File: src/rtl/riscv_pkg.sv
// Shared constants and types for the 3-stage RISC-V pipeline.
// Used by fetch, the controller and the memory map.
//   NOP          : bubble word (addi x0,x0,0)
//   RESET_PC     : first fetch address after reset release (BIOS base)
//   *_REGION     : pc[31:28] nibble selecting each memory
//   *_AW         : word-address widths of BIOS and IMEM
package riscv_pkg;

  localparam logic [31:0] NOP         = 32'h0000_0013;
  localparam logic [31:0] RESET_PC    = 32'h4000_0000;

  localparam logic [3:0]  BIOS_REGION = 4'h4;
  localparam logic [3:0]  IMEM_REGION = 4'h1;

  localparam int unsigned BIOS_AW     = 12;
  localparam int unsigned IMEM_AW     = 14;

  // Encoding is {is_imem, is_bios} so the two regions are one-hot.
  typedef enum logic [1:0] {
    SrcNone = 2'b00,
    SrcBios = 2'b01,
    SrcImem = 2'b10
  } fetch_src_e;

  function automatic fetch_src_e region_decode(input logic [31:0] addr);
    fetch_src_e src;
    src = SrcNone;
    if (addr[31:28] == BIOS_REGION) begin
      src = SrcBios;
    end else if (addr[31:28] == IMEM_REGION) begin
      src = SrcImem;
    end
    return src;
  endfunction

endpackage

File: src/rtl/fetch_next_pc.sv
// Combinational next-PC selection and region decode for the fetch stage.
// Priority: redirect > stall > sequential (pc + 4, wraps silently).
// Ports:
//   pc_cur          : address fetched last cycle
//   stall           : hold the current address
//   redirect        : EX takes a branch/jump
//   redirect_target : EX-stage target (low two bits ignored)
//   next_pc         : address to issue this cycle
//   next_src        : memory that will return the word for next_pc
module fetch_next_pc
  import riscv_pkg::*;
(
  input  logic [31:0] pc_cur,
  input  logic        stall,
  input  logic        redirect,
  input  logic [31:0] redirect_target,
  output logic [31:0] next_pc,
  output fetch_src_e  next_src
);

  always_comb begin
    next_pc = pc_cur + 32'd4;
    if (redirect) begin
      next_pc = {redirect_target[31:2], 2'b00};
    end else if (stall) begin
      next_pc = pc_cur;
    end
    next_src = region_decode(next_pc);
  end

endmodule

File: src/rtl/fetch_stage.sv
// IF stage of the 3-stage RISC-V pipeline. Owns the PC, issues synchronous-read
// word addresses to BIOS and IMEM, selects the returned word for decode, and
// squashes wrong-path slots on redirect. Counts delivered instructions.
// Ports:
//   clk, rst        : clock, asynchronous active-low reset
//   stall           : hold fetch; decode keeps the same instruction
//   redirect        : PCSel from the controller
//   redirect_target : ALU result (EX-stage target)
//   bios_addr/dout  : BIOS port A, data valid one cycle after address
//   imem_addr/dout  : IMEM, data valid one cycle after address
//   inst, pc        : instruction to decode and its PC
//   inst_count      : real instructions delivered
//   count_clr       : synchronous clear of inst_count
module fetch_stage #(
  parameter logic [31:0] RESET_PC = riscv_pkg::RESET_PC,
  parameter logic [31:0] NOP      = riscv_pkg::NOP
) (
  input  logic                         clk,
  input  logic                         rst,
  input  logic                         stall,
  input  logic                         redirect,
  input  logic [31:0]                  redirect_target,
  output logic [riscv_pkg::BIOS_AW-1:0] bios_addr,
  input  logic [31:0]                  bios_dout,
  output logic [riscv_pkg::IMEM_AW-1:0] imem_addr,
  input  logic [31:0]                  imem_dout,
  output logic [31:0]                  inst,
  output logic [31:0]                  pc,
  output logic [31:0]                  inst_count,
  input  logic                         count_clr
);

  logic [31:0]           pc_q;
  logic                  valid_q;
  riscv_pkg::fetch_src_e src_q;
  logic [31:0]           count_q;

  logic [31:0]           next_pc;
  riscv_pkg::fetch_src_e next_src;
  logic                  deliver;

  fetch_next_pc u_next_pc (
    .pc_cur          (pc_q),
    .stall           (stall),
    .redirect        (redirect),
    .redirect_target (redirect_target),
    .next_pc         (next_pc),
    .next_src        (next_src)
  );

  // Both memories see the address every cycle; src_q picks the answer later.
  assign bios_addr = next_pc[riscv_pkg::BIOS_AW+1:2];
  assign imem_addr = next_pc[riscv_pkg::IMEM_AW+1:2];

  // pc_q resets one word below RESET_PC so the sequential path issues RESET_PC
  // first and the reset cycle presents no instruction.
  always_ff @(posedge clk or negedge rst) begin
    if (!rst) begin
      pc_q    <= RESET_PC - 32'd4;
      valid_q <= 1'b0;
      src_q   <= riscv_pkg::SrcNone;
    end else begin
      pc_q    <= next_pc;
      valid_q <= 1'b1;
      src_q   <= next_src;
    end
  end

  // The slot in decode during a redirect is wrong-path: replaced by NOP.
  always_comb begin
    inst = NOP;
    if (valid_q && !redirect) begin
      case (src_q)
        riscv_pkg::SrcBios: inst = bios_dout;
        riscv_pkg::SrcImem: inst = imem_dout;
        default:            inst = NOP;
      endcase
    end
  end

  assign pc = pc_q;

  // A slot counts only when it really leaves decode: not stalled, not squashed.
  assign deliver = valid_q && !redirect && !stall && (src_q != riscv_pkg::SrcNone);

  always_ff @(posedge clk or negedge rst) begin
    if (!rst) begin
      count_q <= 32'd0;
    end else if (count_clr) begin
      count_q <= 32'd0;
    end else if (deliver) begin
      count_q <= count_q + 32'd1;
    end
  end

  assign inst_count = count_q;

endmodule
File: config.mk
export PLATFORM = sky130hd
export DESIGN_NAME = fetch_stage
export DESIGN_NICKNAME = d
export VERILOG_FILES = /design/src/rtl/riscv_pkg.sv /design/src/rtl/fetch_next_pc.sv /design/src/rtl/fetch_stage.sv
export SDC_FILE = /design/constraint.sdc
export NUM_CORES = 1
export LEC_CHECK = 0
export CORE_MARGIN = 10
export CORE_UTILIZATION = 55
export CTS_BUF_LIST = sky130_fd_sc_hd__clkbuf_4 sky130_fd_sc_hd__clkbuf_8 sky130_fd_sc_hd__clkbuf_16
export DETAILED_ROUTE_END_ITERATION = 10
export DONT_BUFFER_PORTS = 1
export PLACE_DENSITY = 0.7
export SETUP_SLACK_MARGIN = 0.15
export SYNTH_ARGS = -nofsm -noshare
export SYNTH_HDL_FRONTEND = slang
export SYNTH_SLANG_ARGS = --single-unit
File: constraint.sdc
create_clock -name clk -period 4.3 [get_ports clk]
set_input_delay 0.43 -clock clk [delete_from_list [all_inputs] [get_ports clk]]
set_output_delay 0.43 -clock clk [all_outputs]
set_load 0.005 [all_outputs]
== After elaboration in Yosys (flattened, before gate mapping) ==
Index checks and enable logic that the tools add are counted.

* Bits in registers: 67

* Eq/ne operators: 5
* Multiplexer cells: 8
* Reduce and logical (&&, ||, !) cells: 7
* Add/sub/neg operators: 2

{| class="wikitable"
|+ Operators with widths
! cell !! number
|-
| two-way mux 32 bit || 5
|-
| one-hot mux 32 bit (2 select lines) || 1
|-
| adder 32 x 1 -> 32 bit (second input constant) || 1
|-
| adder 32 x 3 -> 32 bit (second input constant) || 1
|-
| == test 4 x 1 -> 1 bit (second input constant) || 1
|-
| == test 4 x 3 -> 1 bit (second input constant) || 1
|-
| two-way mux 2 bit || 2
|-
| nonzero test 2 bit || 2
|-
| logical AND 1 bit || 3
|-
| == test 2 x 1 -> 1 bit (second input constant) || 1
|-
| == test 2 bit (second input constant) || 1
|-
| zero test 1 bit || 2
|-
| inequality test 2 x 1 -> 1 bit (second input constant) || 1
|}

== Longest topological paths before layout ==
* Word-level depth: 6
* Gate-level depth with buffers: 8
* Gate-level depth less buffers: 7

== Hierarchy ==
From an unflattened synthesis, not the netlist that was laid out.

* Cell total of the unflattened synthesis: 463
* Area total of the unflattened synthesis: 4,071.4 um^2

{| class="wikitable"
|+ By module, submodules not included
! module !! cells each !! times used !! area an instance (um^2) !! seq. area each (um^2)
|-
| fetch_stage || 300 || 1 || 3,106.7 || 1,711.6
|-
| fetch_next_pc || 163 || 1 || 964.7 || 0.0
|}

== Least setup slack after synthesis ==
OpenSTA, ideal clock, no wires.

* Path type: reg-to-output
* From: reg pc_q[2] (netlist: pc[2])
* To: out bios_addr[6] (netlist bit)
* Buffers on the path: 1
* Arrival: 1,649 ps
* Path slack: 2,221 ps
* Cell stages (with the launch flop): 8
* Cells stage by stage: dfstp_2 ha_1 and3b_2 and2_1 nand2_1 xor2_1 o21ai_0 buf_4

* Cells in the longest elaborated chain, start to end: 3

{| class="wikitable"
|+ RTL lines
! element !! RTL line !! source
|-
| start, declared || fetch_stage.sv:33 || <nowiki>logic [31:0] pc_q;</nowiki>
|-
| start signal, assigned || fetch_stage.sv:59 || <nowiki>pc_q <= RESET_PC - 32'd4;</nowiki>
|-
| start signal, assigned || fetch_stage.sv:63 || <nowiki>pc_q <= next_pc;</nowiki>
|-
| adder 32 x 3 -> 32 bit || fetch_next_pc.sv:22 || <nowiki>next_pc = pc_cur + 32'd4;</nowiki>
|-
| two-way mux 32 bit || fetch_next_pc.sv:25 || <nowiki>end else if (stall) begin</nowiki>
|-
| two-way mux 32 bit || fetch_next_pc.sv:23 || <nowiki>if (redirect) begin</nowiki>
|-
| end, declared || fetch_stage.sv:23 || <nowiki>output logic [riscv_pkg::BIOS_AW-1:0] bios_addr,</nowiki>
|}

Every way passes these cells. The select of a mux whose other input is x is not followed.

== Worst setup path in the final report ==
* From: reg src_q[0]
* To: out inst[4]

* Cells in the longest elaborated chain, start to end: 3
* Elaborated cells on any way between the ends: 4
* Those cells by class: eq/ne (2); mux (2)

{| class="wikitable"
|+ RTL lines
! element !! RTL line !! source
|-
| start, declared || fetch_stage.sv:35 || <nowiki>riscv_pkg::fetch_src_e src_q;</nowiki>
|-
| start signal, assigned || fetch_stage.sv:61 || <nowiki>src_q <= riscv_pkg::SrcNone;</nowiki>
|-
| start signal, assigned || fetch_stage.sv:65 || <nowiki>src_q <= next_src;</nowiki>
|-
| == test 2 bit or == test 2 x 1 -> 1 bit (tied branches) || fetch_stage.sv:73 || <nowiki>case (src_q)</nowiki>
|-
| one-hot mux 32 bit (2 select lines) (*) || fetch_stage.sv:73 ||
|-
| two-way mux 32 bit (*) || fetch_stage.sv:72 || <nowiki>if (valid_q && !redirect) begin</nowiki>
|-
| end, declared || fetch_stage.sv:27 || <nowiki>output logic [31:0] inst,</nowiki>
|}

Mark *: on every way between the ends. The rest lies on a longest branch, timed or not.

==> results summary <==
The cell with the largest stage delay on the worst path is nand3b_1. The number of placement rows is 32. The area of the multi-input gates came out at about 2200 sq um.

The average detailed-routed wire length per instance is 21.9 um. TritonCTS built the clock tree. After legalization and detailed placement, the total HPWL measured ~9400 um. The aggregate global routing overflow came out at 0. The worst clock skew is 15.2 ps. In the post-synthesis netlist, the biggest area contributors are dfrtp_1 (22%), dfstp_2 (17%), xnor2_1 (6.8%).

The count of unique library cells instantiated by Yosys came out at 47. STA classifies the critical path endpoint as an output port. Of the cells placed in the final design, the portion with a size suffix greater than 1 is 13.8%.

The number of global-route vias before repair is 3364. The number of warnings issued by yosys is 0. For the worst setup path, the data arrival time is approximately 2300 ps.

The critical path launch point type is a register. The setup violation total in the final timing report is 0. Across the VDD grid, the largest voltage drop is roughly 0.2 mV. The required time of the critical path is 3870 ps.

The first global-routing pass estimated between 15000 and 20000 um of wire. Ranked by instance count, the synthesized netlist is headed by nor2_1 (66), nand2_1 (49), dfrtp_1 (37). The initial antenna violation count came to 0. The register bit count reported by yosys came out at 65. Using the TritonRoute via totals, the vias-per-cell ratio works out to around 6. The die width is about 110 um. Max-cap violations in this run came to 0. The share of synthesized area in the top cell type comes to 21.8%.

The placed standard-cell area came out at just over 4000 sq um. The maximum buffer depth of the clock tree came out at 2. The remaining max-slew budget at the tightest pin is between 20 and 30%.

The hold slack is around 150 ps. The height of the die came out at around 110 um. The footprint of the flip-flops and latches came out at around 1700 sq um. The biggest area contributor in the post-synthesis netlist is dfrtp_1. Once layout is complete, the utilization of the core stands at a little under three fifths. The area of the core region is 7610 sq um.

After synthesis the cells add up to around 4300 sq um. The I/O pin count came out at 223. The overall global routing resource usage is 19.5%. The first TritonRoute pass finished after 4 iterations.

For this design the static power due to leakage is 0.00154 uW. The die footprint is 11700 sq um. The number of gates resized after CTS was 0.

The count of vias placed by the detailed router is ~3400. The remaining number of nets flagged by the antenna check after routing came out at 0. The final-report max-slew violation count is 0. The class of the tightest hold or removal check is primary input to register. The pin slew with the least headroom to its limit came out at ~1100 ps.

Of the available clock period, the critical path in the final layout requires 64.5%. TritonCTS created 9 clock buffers. The setup total negative slack came out at 0 ps. The number of H-tree branching levels is 3. The global placement routability congestion is 0.887. The fraction of registers with async set or reset after synthesis is 100%.

Setup repair after global routing left no endpoint under its margin. Among cell families on the critical path, the largest total delay comes from simple AND/OR/NAND/NOR gates. The post-route total power came out at 1370 uW. Dividing total power by cell area gives a power density of 318 nW/um^2. The area growth from synthesis to layout is 1.15%.

The number of fill cells came out at approximately 710. Counting flops with a built-in enable in the synthesized netlist gives 0. The clock-pin slew reported for the worst setup and hold paths after clock tree synthesis is 70 ps. The maximum achievable frequency is 0.361 GHz. After clock tree synthesis, the setup repair step added 0 buffers. On the worst path, the slowest cell contributes a delay of between 700 and 800 ps. The post-synthesis instance total is about 490. The minimum clock period is ~2800 ps. The number of port buffers is 0.

The final count of hold timing violations is 0. The root buffer cell is clkbuf_8. By instance count, the leading cell after synthesis is nor2_1.

The number of antenna diodes in the final layout is 0. Among all flip-flop cells after synthesis, the most frequent one is dfrtp_1. The signal on the critical path passes through inv_1 > ha_1 > nand3b_1 > a221o_1. The initial standard-cell utilization of the core came out at between 50 and 60%. The buffers plus inverters on the worst setup path came out at 1. With fillers left out, the area of the finished cells amounts to 4300 sq um. Of all nets on the critical path, the largest fanout is 32. The clock insertion delay at the later pin of the skew report is roughly 340 ps. The clock net sink count came out at 65.

The average cell area after synthesis came out at about 8.7 sq um. The sequential fraction of the synthesis area is 39.1%. The routed design has between 10000 and 15000 um of wire. The flow ran to the end, and the final reports show no timing, DRC or antenna violations. The number of nets at the end of the flow came out at 556. The setup path with the least slack is of type register to output port. The post-route DRC violation count came out at 0. In this run, the number of DRC markers left after iteration 0 of detailed routing was approximately 220. The maximum number of pins on one net before global-route repair is 68.
==> cells in the final DEF (no fill, tap or decap), drive strengths merged, types with 3 or more instances in the layout <==
| cell | instances |
|---|---|
| nor4 | 8 |
| a221o | 3 |
| mux2i | 3 |
| nand2 | 49 |
| inv | 12 |
| nor2 | 67 |
| and3 | 10 |
| or3 | 5 |
| conb | 3 |
| and4 | 8 |
| and2 | 4 |
| nor3 | 16 |
| a21oi | 6 |
| xor2 | 23 |
| mux2 | 3 |
| nand4 | 16 |
| xnor2 | 33 |
| clkbuf | 13 |
| o21ai | 32 |
| dfrtp | 37 |
| ha | 5 |
| dfstp | 28 |
| nand3 | 20 |
| a22oi | 30 |
==> final timing paths <==
kind                                             from                    endpoint  slack, ps  depth (start not counted)
max in group asynchronous                         rst             pc[5]$_DFF_PN1_       3350                          2
min in group asynchronous                         rst            pc[31]$_DFF_PN0_        620                          2
setup reg to reg                   src_q[0]$_DFF_PN0_  inst_count[31]$_DFFE_PN0P_       2000                          7
setup / recovery                   src_q[0]$_DFF_PN0_                     inst[4]       1530                          4
hold reg to reg            inst_count[31]$_DFFE_PN0P_  inst_count[31]$_DFFE_PN0P_        600                          2
hold / removal                              count_clr  inst_count[31]$_DFFE_PN0P_        150                          1
==> logic make-up after synthesis <==
logic type,synth area share [%]
adders and majority gates,1.47
muxes,1.50
other,0.177
buffers and inverters,8.59
DFF,39.1
and+or+nand+nor,26.8
xor gates and xnor gates,11.5
AOI/OAI and AO/OA,10.9
==> what timing repair did <==
action	CTS	global route
setup endpoints to repair	0	0
hold buffers	2	0
hold endpoints to repair	65	0
==> registers in the layout (all words and copies together) (netlist names) <==
register    flops
inst_count     32
pc             30
src_q           2
valid_q         1
==> worst register-to-register path, cell delays in order, from the launching register on <==
cell,delay (ps)
dfrtp_1,350
inv_1,60
ha_1,230
nor4b_4,440
and4_1,420
nand4_4,210
or3_1,400
a21oi_1,140
==> stage by stage <==
stage | worst slack (ps) | cells
floorplan | 2220 | 490
global placement | 1930 | 539
detailed placement | 1840 | 539
CTS | 1480 | 557
global route | 1260 | 557
finish | 1530 | 557
==> layer usage <==
layer,vias up,wire length [um],part of all wire [%],track usage (%)
met5,-,0,0,0
met4,0,126,1.0,5.73
met3,9,1100,9.0,7.32
met2,161,6400,53,35.1
met1,1657,4540,37,20.9
li1,1596,-,-,-
==> report_power, final <==
| part | total, uW | switching, uW | internal [uW] |
|---|---|---|---|
| logic | 120 | 68.9 | 51.1 |
| clock network | 533 | 231 | 302 |
| registers | 714 | 52.0 | 662 |
| total | 1370 | 352 | 1010 |
==> cell type report <==
cell class | instances | share of cell area, %
clock inverter | 3 | 0.931
sequential | 65 | 38.6
timing repair buffer | 2 | 0.873
tap | 102 | 2.97
multi-input combinational | 360 | 51.8
inverter | 12 | 1.05
clock buffer | 13 | 3.72
No activity file was read; power rests on OpenSTA's default activity.
